File: config.mk
export PLATFORM = sky130hd
export DESIGN_NAME = seg_scan_capture
export DESIGN_NICKNAME = d
export VERILOG_FILES = /design/src/rtl/seg_scan_capture.sv
export SDC_FILE = /design/constraint.sdc
export NUM_CORES = 1
export LEC_CHECK = 0
export CORE_MARGIN = 8
export CORE_UTILIZATION = 52
export CTS_BUF_LIST = sky130_fd_sc_hd__clkbuf_8
export CTS_CLUSTER_DIAMETER = 60
export DETAILED_ROUTE_END_ITERATION = 10
export PLACE_DENSITY = 0.79
export SYNTH_ARGS = -nofsm -noshare
export SYNTH_HDL_FRONTEND = slang
export SYNTH_SLANG_ARGS = --single-unit
export TNS_END_PERCENT = 1
File: constraint.sdc
create_clock -name sys_clk -period 2.9 [get_ports sys_clk]
set_clock_uncertainty 0.2 [all_clocks]
set_input_delay 0.29 -clock sys_clk [delete_from_list [all_inputs] [get_ports sys_clk]]
set_output_delay 0.29 -clock sys_clk [all_outputs]
set_load 0.02 [all_outputs]
File: src/rtl/seg_scan_capture.sv
// seg_scan_capture: rebuilds an 8-digit frame from a multiplexed, active-low 7-segment scan bus.
// Latency: 1 input register + STABLE_CYC stable samples per digit; frame outputs load 1 cycle after the completing accept.
// Backpressure: none, passive monitor that is always ready. Macro SEG_CAP_BIN_EN adds an 8-cycle decimal-to-binary converter.
module seg_scan_capture #(
   parameter int STABLE_CYC  = 16,
   parameter int TIMEOUT_CYC = 500_000
) (
   input  logic        sys_clk,
   input  logic        sys_rst,
   input  logic [7:0]  seg_sel,
   input  logic [7:0]  seg_led,
   output logic [31:0] digits,
   output logic [7:0]  dp,
   output logic [7:0]  blank,
   output logic [7:0]  minus,
   output logic [7:0]  bad,
   output logic        frame_valid,
   output logic        disp_off,
   output logic [26:0] bin_value,
   output logic        bin_valid,
   output logic        bin_err
);
   localparam int          TW      = $clog2(TIMEOUT_CYC + 1);
   localparam logic [7:0]  STB     = 8'(STABLE_CYC);
   localparam logic [7:0]  STB_M1  = 8'(STABLE_CYC - 1);
   localparam logic [TW-1:0] TO_MAX  = TW'(TIMEOUT_CYC);
   localparam logic [TW-1:0] TO_LAST = TW'(TIMEOUT_CYC - 1);

   logic [7:0]    r_sel, r_led, r_psel, r_pled;
   logic [7:0]    r_cnt;
   logic [7:0]    r_mask;
   logic [31:0]   r_sh_code;
   logic [7:0]    r_sh_dp, r_sh_blank, r_sh_minus, r_sh_bad;
   logic          r_load;
   logic [TW-1:0] r_to_cnt;

   logic [7:0]    w_onehot;
   logic          w_legal, w_same, w_accept;
   logic [2:0]    w_idx;
   logic [3:0]    w_code;
   logic          w_blank, w_minus, w_bad;

   // Register the raw bus once and keep the previous sample for the stability compare.
   always_ff @(posedge sys_clk) begin
      if (sys_rst) begin
         r_sel  <= 8'hff;
         r_led  <= 8'hff;
         r_psel <= 8'hff;
         r_pled <= 8'hff;
      end else begin
         r_sel  <= seg_sel;
         r_led  <= seg_led;
         r_psel <= r_sel;
         r_pled <= r_led;
      end
   end

   // Legality, stability match, accept strobe and selected digit index.
   always_comb begin
      w_onehot = ~r_sel;
      w_legal  = (w_onehot != 8'd0) && ((w_onehot & (w_onehot - 8'd1)) == 8'd0);
      w_same   = ({r_sel, r_led} == {r_psel, r_pled});
      w_accept = w_legal && w_same && (r_cnt == STB_M1);
      w_idx    = 3'd0;
      for (int i = 0; i < 8; i++) begin
         if (w_onehot[i]) w_idx = 3'(i);
      end
   end

   // Glyph decode; dp is ignored so a lit decimal point does not change the digit.
   always_comb begin
      w_code  = 4'd0;
      w_blank = 1'b0;
      w_minus = 1'b0;
      w_bad   = 1'b0;
      case ({1'b1, r_led[6:0]})
         8'hc0: w_code = 4'h0;
         8'hf9: w_code = 4'h1;
         8'ha4: w_code = 4'h2;
         8'hb0: w_code = 4'h3;
         8'h99: w_code = 4'h4;
         8'h92: w_code = 4'h5;
         8'h82: w_code = 4'h6;
         8'hf8: w_code = 4'h7;
         8'h80: w_code = 4'h8;
         8'h90: w_code = 4'h9;
         8'h88: w_code = 4'ha;
         8'h83: w_code = 4'hb;
         8'hc6: w_code = 4'hc;
         8'ha1: w_code = 4'hd;
         8'h86: w_code = 4'he;
         8'h8e: w_code = 4'hf;
         8'hff: w_blank = 1'b1;
         8'hbf: w_minus = 1'b1;
         default: w_bad = 1'b1;
      endcase
   end

   // Stability counter: saturates at STABLE_CYC so one stable run accepts only once.
   always_ff @(posedge sys_clk) begin
      if (sys_rst) begin
         r_cnt <= 8'd0;
      end else if (!w_legal) begin
         r_cnt <= 8'd0;
      end else if (!w_same) begin
         r_cnt <= 8'd1;
      end else if (r_cnt < STB) begin
         r_cnt <= r_cnt + 8'd1;
      end
   end

   // Shadow capture, mask tracking and display-off timeout; an accept always beats the timeout.
   always_ff @(posedge sys_clk) begin
      if (sys_rst) begin
         r_mask     <= 8'd0;
         r_sh_code  <= 32'd0;
         r_sh_dp    <= 8'd0;
         r_sh_blank <= 8'd0;
         r_sh_minus <= 8'd0;
         r_sh_bad   <= 8'd0;
         r_load     <= 1'b0;
         r_to_cnt   <= '0;
         disp_off   <= 1'b1;
      end else begin
         r_load <= 1'b0;
         if (w_accept) begin
            r_sh_code[{w_idx, 2'b00} +: 4] <= w_code;
            r_sh_dp[w_idx]    <= ~r_led[7];
            r_sh_blank[w_idx] <= w_blank;
            r_sh_minus[w_idx] <= w_minus;
            r_sh_bad[w_idx]   <= w_bad;
            r_to_cnt          <= '0;
            disp_off          <= 1'b0;
            if ((r_mask | w_onehot) == 8'hff) begin
               r_mask <= 8'd0;
               r_load <= 1'b1;
            end else begin
               r_mask <= r_mask | w_onehot;
            end
         end else if (r_to_cnt != TO_MAX) begin
            r_to_cnt <= r_to_cnt + TW'(1);
            if (r_to_cnt == TO_LAST) begin
               disp_off <= 1'b1;
               r_mask   <= 8'd0;
            end
         end
      end
   end

   // Frame outputs copy the shadow once per completed frame and hold otherwise.
   always_ff @(posedge sys_clk) begin
      if (sys_rst) begin
         digits      <= 32'd0;
         dp          <= 8'd0;
         blank       <= 8'd0;
         minus       <= 8'd0;
         bad         <= 8'd0;
         frame_valid <= 1'b0;
      end else begin
         frame_valid <= r_load;
         if (r_load) begin
            digits <= r_sh_code;
            dp     <= r_sh_dp;
            blank  <= r_sh_blank;
            minus  <= r_sh_minus;
            bad    <= r_sh_bad;
         end
      end
   end

`ifdef SEG_CAP_BIN_EN
   logic [2:0]  r_bidx;
   logic        r_busy, r_lead, r_berr;
   logic [26:0] r_acc;
   logic [3:0]  w_bcode;
   logic        w_lead_nxt, w_err_nxt;
   logic [26:0] w_acc_nxt;

   // One Horner step on the digit currently pointed at, most significant first.
   always_comb begin
      w_bcode    = digits[{r_bidx, 2'b00} +: 4];
      w_lead_nxt = r_lead && blank[r_bidx];
      w_err_nxt  = r_berr | bad[r_bidx] | minus[r_bidx] |
                   (blank[r_bidx] & ~r_lead) | (w_bcode > 4'd9);
      w_acc_nxt  = (r_acc * 27'd10) + {23'd0, w_bcode};
   end

   // Conversion sequencer; a fresh frame restarts it from digit 7.
   always_ff @(posedge sys_clk) begin
      if (sys_rst) begin
         r_busy    <= 1'b0;
         r_bidx    <= 3'd7;
         r_lead    <= 1'b1;
         r_berr    <= 1'b0;
         r_acc     <= 27'd0;
         bin_value <= 27'd0;
         bin_valid <= 1'b0;
         bin_err   <= 1'b0;
      end else begin
         bin_valid <= 1'b0;
         if (r_load) begin
            r_busy <= 1'b1;
            r_bidx <= 3'd7;
            r_lead <= 1'b1;
            r_berr <= 1'b0;
            r_acc  <= 27'd0;
         end else if (r_busy) begin
            r_acc  <= w_acc_nxt;
            r_lead <= w_lead_nxt;
            r_berr <= w_err_nxt;
            r_bidx <= r_bidx - 3'd1;
            if (r_bidx == 3'd0) begin
               r_busy    <= 1'b0;
               bin_valid <= 1'b1;
               bin_value <= w_acc_nxt;
               bin_err   <= w_err_nxt;
            end
         end
      end
   end
`else
   assign bin_value = 27'd0;
   assign bin_valid = 1'b0;
   assign bin_err   = 1'b0;
`endif

endmodule

==> summary.md <==
| Metric | Value |
|---|---|
| Core footprint | `16300 sq um` |
| Switching share of power | `24.0%` |
| WP data arrival | `2890 ps` |
| Fillers | `1376` |
| Max Freq | `364 MHz` |
| Commonest non-fill, non-tap cell in the layout | `dfxtp_1` |
| Met2 routed WL | `8910 um` |
| CP Capture Type | `register` |
| Setup total negative slack | `0 ps` |
| DR WL met3 | `1070 um` |
| Maximum VDD drop | `0.484 mV` |
| Final setup vio count | `0` |
| Largest net degree at the start of global routing | `70` |
| Max Fanout on Critical Path | `4` |
| Pwr Density | `492 nW/um^2` |
| DPL Wire Length | `13100 um` |
| Final Max Slew Viols | `0` |
| Wl on met1 | `8210 um` |
| Worst R2R Setup Slack | `150 ps` |
| Die area | `20800 sq um` |
| Clk network pwr share | `36.4%` |
| Die X | `144 um` |
| Dpl cell area | `9660 sq um` |
| Worst R2R End | `r_sh_code[16]$_SDFFE_PP0P_` |
| Die Span Y | `144 um` |
| Routed WL | `18500 um` |
| PnR Total Power | `0.00499 W` |
| Seq/Total Area, Yosys | `46.4%` |
| Clock transition at path regs | `90 ps` |
| Area growth, synth to finish | `18.8%` |
| Dpl cells | `1186` |
| CP endpoint | `r_sh_code[16]$_SDFFE_PP0P_` |
| Cells after Synth | `891` |
| Placer Congestion | `0.898` |
| WP data required | `3040 ps` |
| Status | `completed` |
| Via count | `6356` |
| Worst Tran Pin Value | `892 ps` |
| Dominant synthesized flop cell | `dfxtp_1` |
| Leakage | `3.79 nW` |
| R2R cell count | `12` |
| Port Buffers | `83` |
| Hold Vio Cnt, Final | `0` |
| Worst-Skew Late Latency | `460 ps` |
| Starting Density | `52.4%` |
| CTS sink cnt | `198` |
| Root Buffer Master | `clkbuf_8` |
| Most frequent cells in the layout | `dfxtp_1, nor2_1, mux2i_1` |
| Internal power | `0.00379 W` |
| First-pass iteration count of the detailed router | `4` |
| First-pass GRT wire length | `30700 um` |
| Remaining Overflow, GRT | `0` |
| Period Utilization, post-route | `94.7%` |
| Layout Nets | `1011` |
| H-tree depth | `4` |
| Min-delay worst type | `in2reg` |
| Vias in the first global route | `6245` |
| Slew margin rel. | `40.1%` |
| Pre-CTS setup slack | `23.0 ps` |
| Critical path startpoint | `r_sel[2]$_SDFF_PP1_` |
| Mapped cell area | `8540 sq um` |
| Share of power burned in registers | `55.4%` |
| Register bit total from synthesis | `198` |
| TritonCTS clock tree | `built` |
| Deepest clock path buffer count | `2` |
| Fin cells | `1220` |
| Ys Warns | `0` |
| DR WL/cell | `15.2 um` |
| Layout cells sized above 1 | `14.2%` |
| Max-cap viol count | `0` |
| Top Metal Used | `met4` |
| RR Startpoint | `r_sel[2]$_SDFF_PP1_` |
| Final worst slack | `153 ps` |
| # IOs | `113` |
| Startpoint Class | `register` |
| Vias per cell | `5.21` |
| Cts hold-fix bufs | `0` |
| Detailed-route DRC error count | `0` |
| Ys async rst share | `0%` |
| GRT Util Overall | `18.5%` |
| CTS Buf Count | `17` |
| Minimum clock period after layout | `2750 ps` |
| Rows | `47` |
| Design area | `10100 sq um` |
| Critical path class | `reg2reg` |
| Iter 0 DRT Violations | `368` |
| Post-synth EDFFs | `0` |
| Antenna diode count | `0` |
| Initial antenna violation count | `0` |
| Combinational fraction of design power | `8.2%` |
| Top Registers | `digits (32), r_sh_code (32), r_to_cnt (19)` |
| Antenna viol nets, final | `0` |
| Post-Syn Area per Cell | `9.58 sq um` |
| P_sw | `0.00120 W` |
| Cell variety after synth | `66` |
## critical path, stage by stage (launching register included)
cell,delay [ps]
dfxtp_1,340
nor2b_2,170
o211ai_1,140
nand2_1,110
inv_2,70
ha_4,170
ha_4,280
nand2b_1,90
nor4_1,230
nand4_1,200
nor4_4,350
mux2i_1,230
nor2_1,60
## timing repair
item                       in CTS  in global routing
setup buffers                   1                  1
resized for setup               3                  7
setup endpoints to repair       4                 17
pin swaps                       2                  3
## cells in the mapped netlist, types with 3 or more instances
library cell / n / area, sq um
xor2_1: 32 / 280
a21oi_1: 24 / 120
nand2_1: 43 / 161
buf_6: 3 / 33.8
nor4_4: 9 / 191
nand3b_1: 3 / 22.5
nand2b_1: 39 / 244
ha_1: 6 / 75.1
or2_2: 34 / 213
nand3_1: 22 / 110
nor4bb_1: 3 / 30.0
o21ai_0: 5 / 25.0
buf_1: 5 / 18.8
o22ai_1: 4 / 25.0
clkbuf_1: 37 / 139
mux2i_1: 118 / 1180
nand4_1: 12 / 75.1
nor3_1: 12 / 60.1
a31oi_1: 4 / 25.0
and2_1: 5 / 31.3
dfxtp_1: 198 / 3960
buf_2: 4 / 20.0
buf_4: 31 / 233
inv_1: 16 / 60.1
nor2_1: 139 / 522
nor4_1: 13 / 81.3
or4_1: 3 / 22.5
xnor2_1: 6 / 52.6
and3_1: 3 / 18.8
o211ai_1: 10 / 75.1
## stage by stage
stage               utilization [%]  hold WS, ps
floorplan                         -          194
global placement               59.3          244
detailed placement             59.3          250
CTS                            61.9          137
global route                   62.3          153
finish                         62.3          164
## metal layers
layer | GRT usage, % | up-vias
li1 | - | 3173
met1 | 22.6 | 3013
met2 | 30.6 | 143
met3 | 5.35 | 27
met4 | 5.91 | 0
met5 | 0 | -
## cell type report
| cell class | count | area [sq um] | share of cell area [%] |
|---|---|---|---|
| timing repair buffer | 130 | 1190 | 11.8 |
| sequential | 198 | 3970 | 39.2 |
| clock buffer | 19 | 262 | 2.58 |
| multi-input combinational | 624 | 4220 | 41.6 |
| clock inverter | 13 | 156 | 1.54 |
| inverter | 16 | 60.1 | 0.592 |
| tap | 220 | 275 | 2.71 |
## worst min path at each step
stage,cells after the start,startpoint,endpoint
after global routing,2,sys_rst,digits[7]$_SDFFE_PP0P_
after CTS,2,sys_rst,digits[15]$_SDFFE_PP0P_
after floorplan,1,seg_led[0],r_led[0]$_SDFF_PP1_
after detailed placement,2,r_sh_blank[1]$_SDFFE_PP0P_,r_sh_blank[1]$_SDFFE_PP0P_
after global placement,2,r_sh_blank[1]$_SDFFE_PP0P_,r_sh_blank[1]$_SDFFE_PP0P_
final,2,sys_rst,r_sh_code[11]$_SDFFE_PP0P_
## power by group through the flow
stage / sequential (W) / combinational (W) / clock (W)
after floorplan: 0.00282 / 0.000301 / 0
after global routing: 0.00277 / 0.000448 / 0.00198
after CTS: 0.00277 / 0.000388 / 0.00186
after detailed placement: 0.00283 / 0.000387 / 0
final: 0.00277 / 0.000411 / 0.00182
after global placement: 0.00283 / 0.000380 / 0
## cell families after synthesis
group | synth area share [%]
compound gates | 5.73
simple gates | 23.2
fa+ha+maj | 0.879
other cells | 0.0439
xor+xnor | 3.90
buf+inv | 5.97
mux | 13.8
flops | 46.4
No activity file was read; power rests on OpenSTA's default activity.
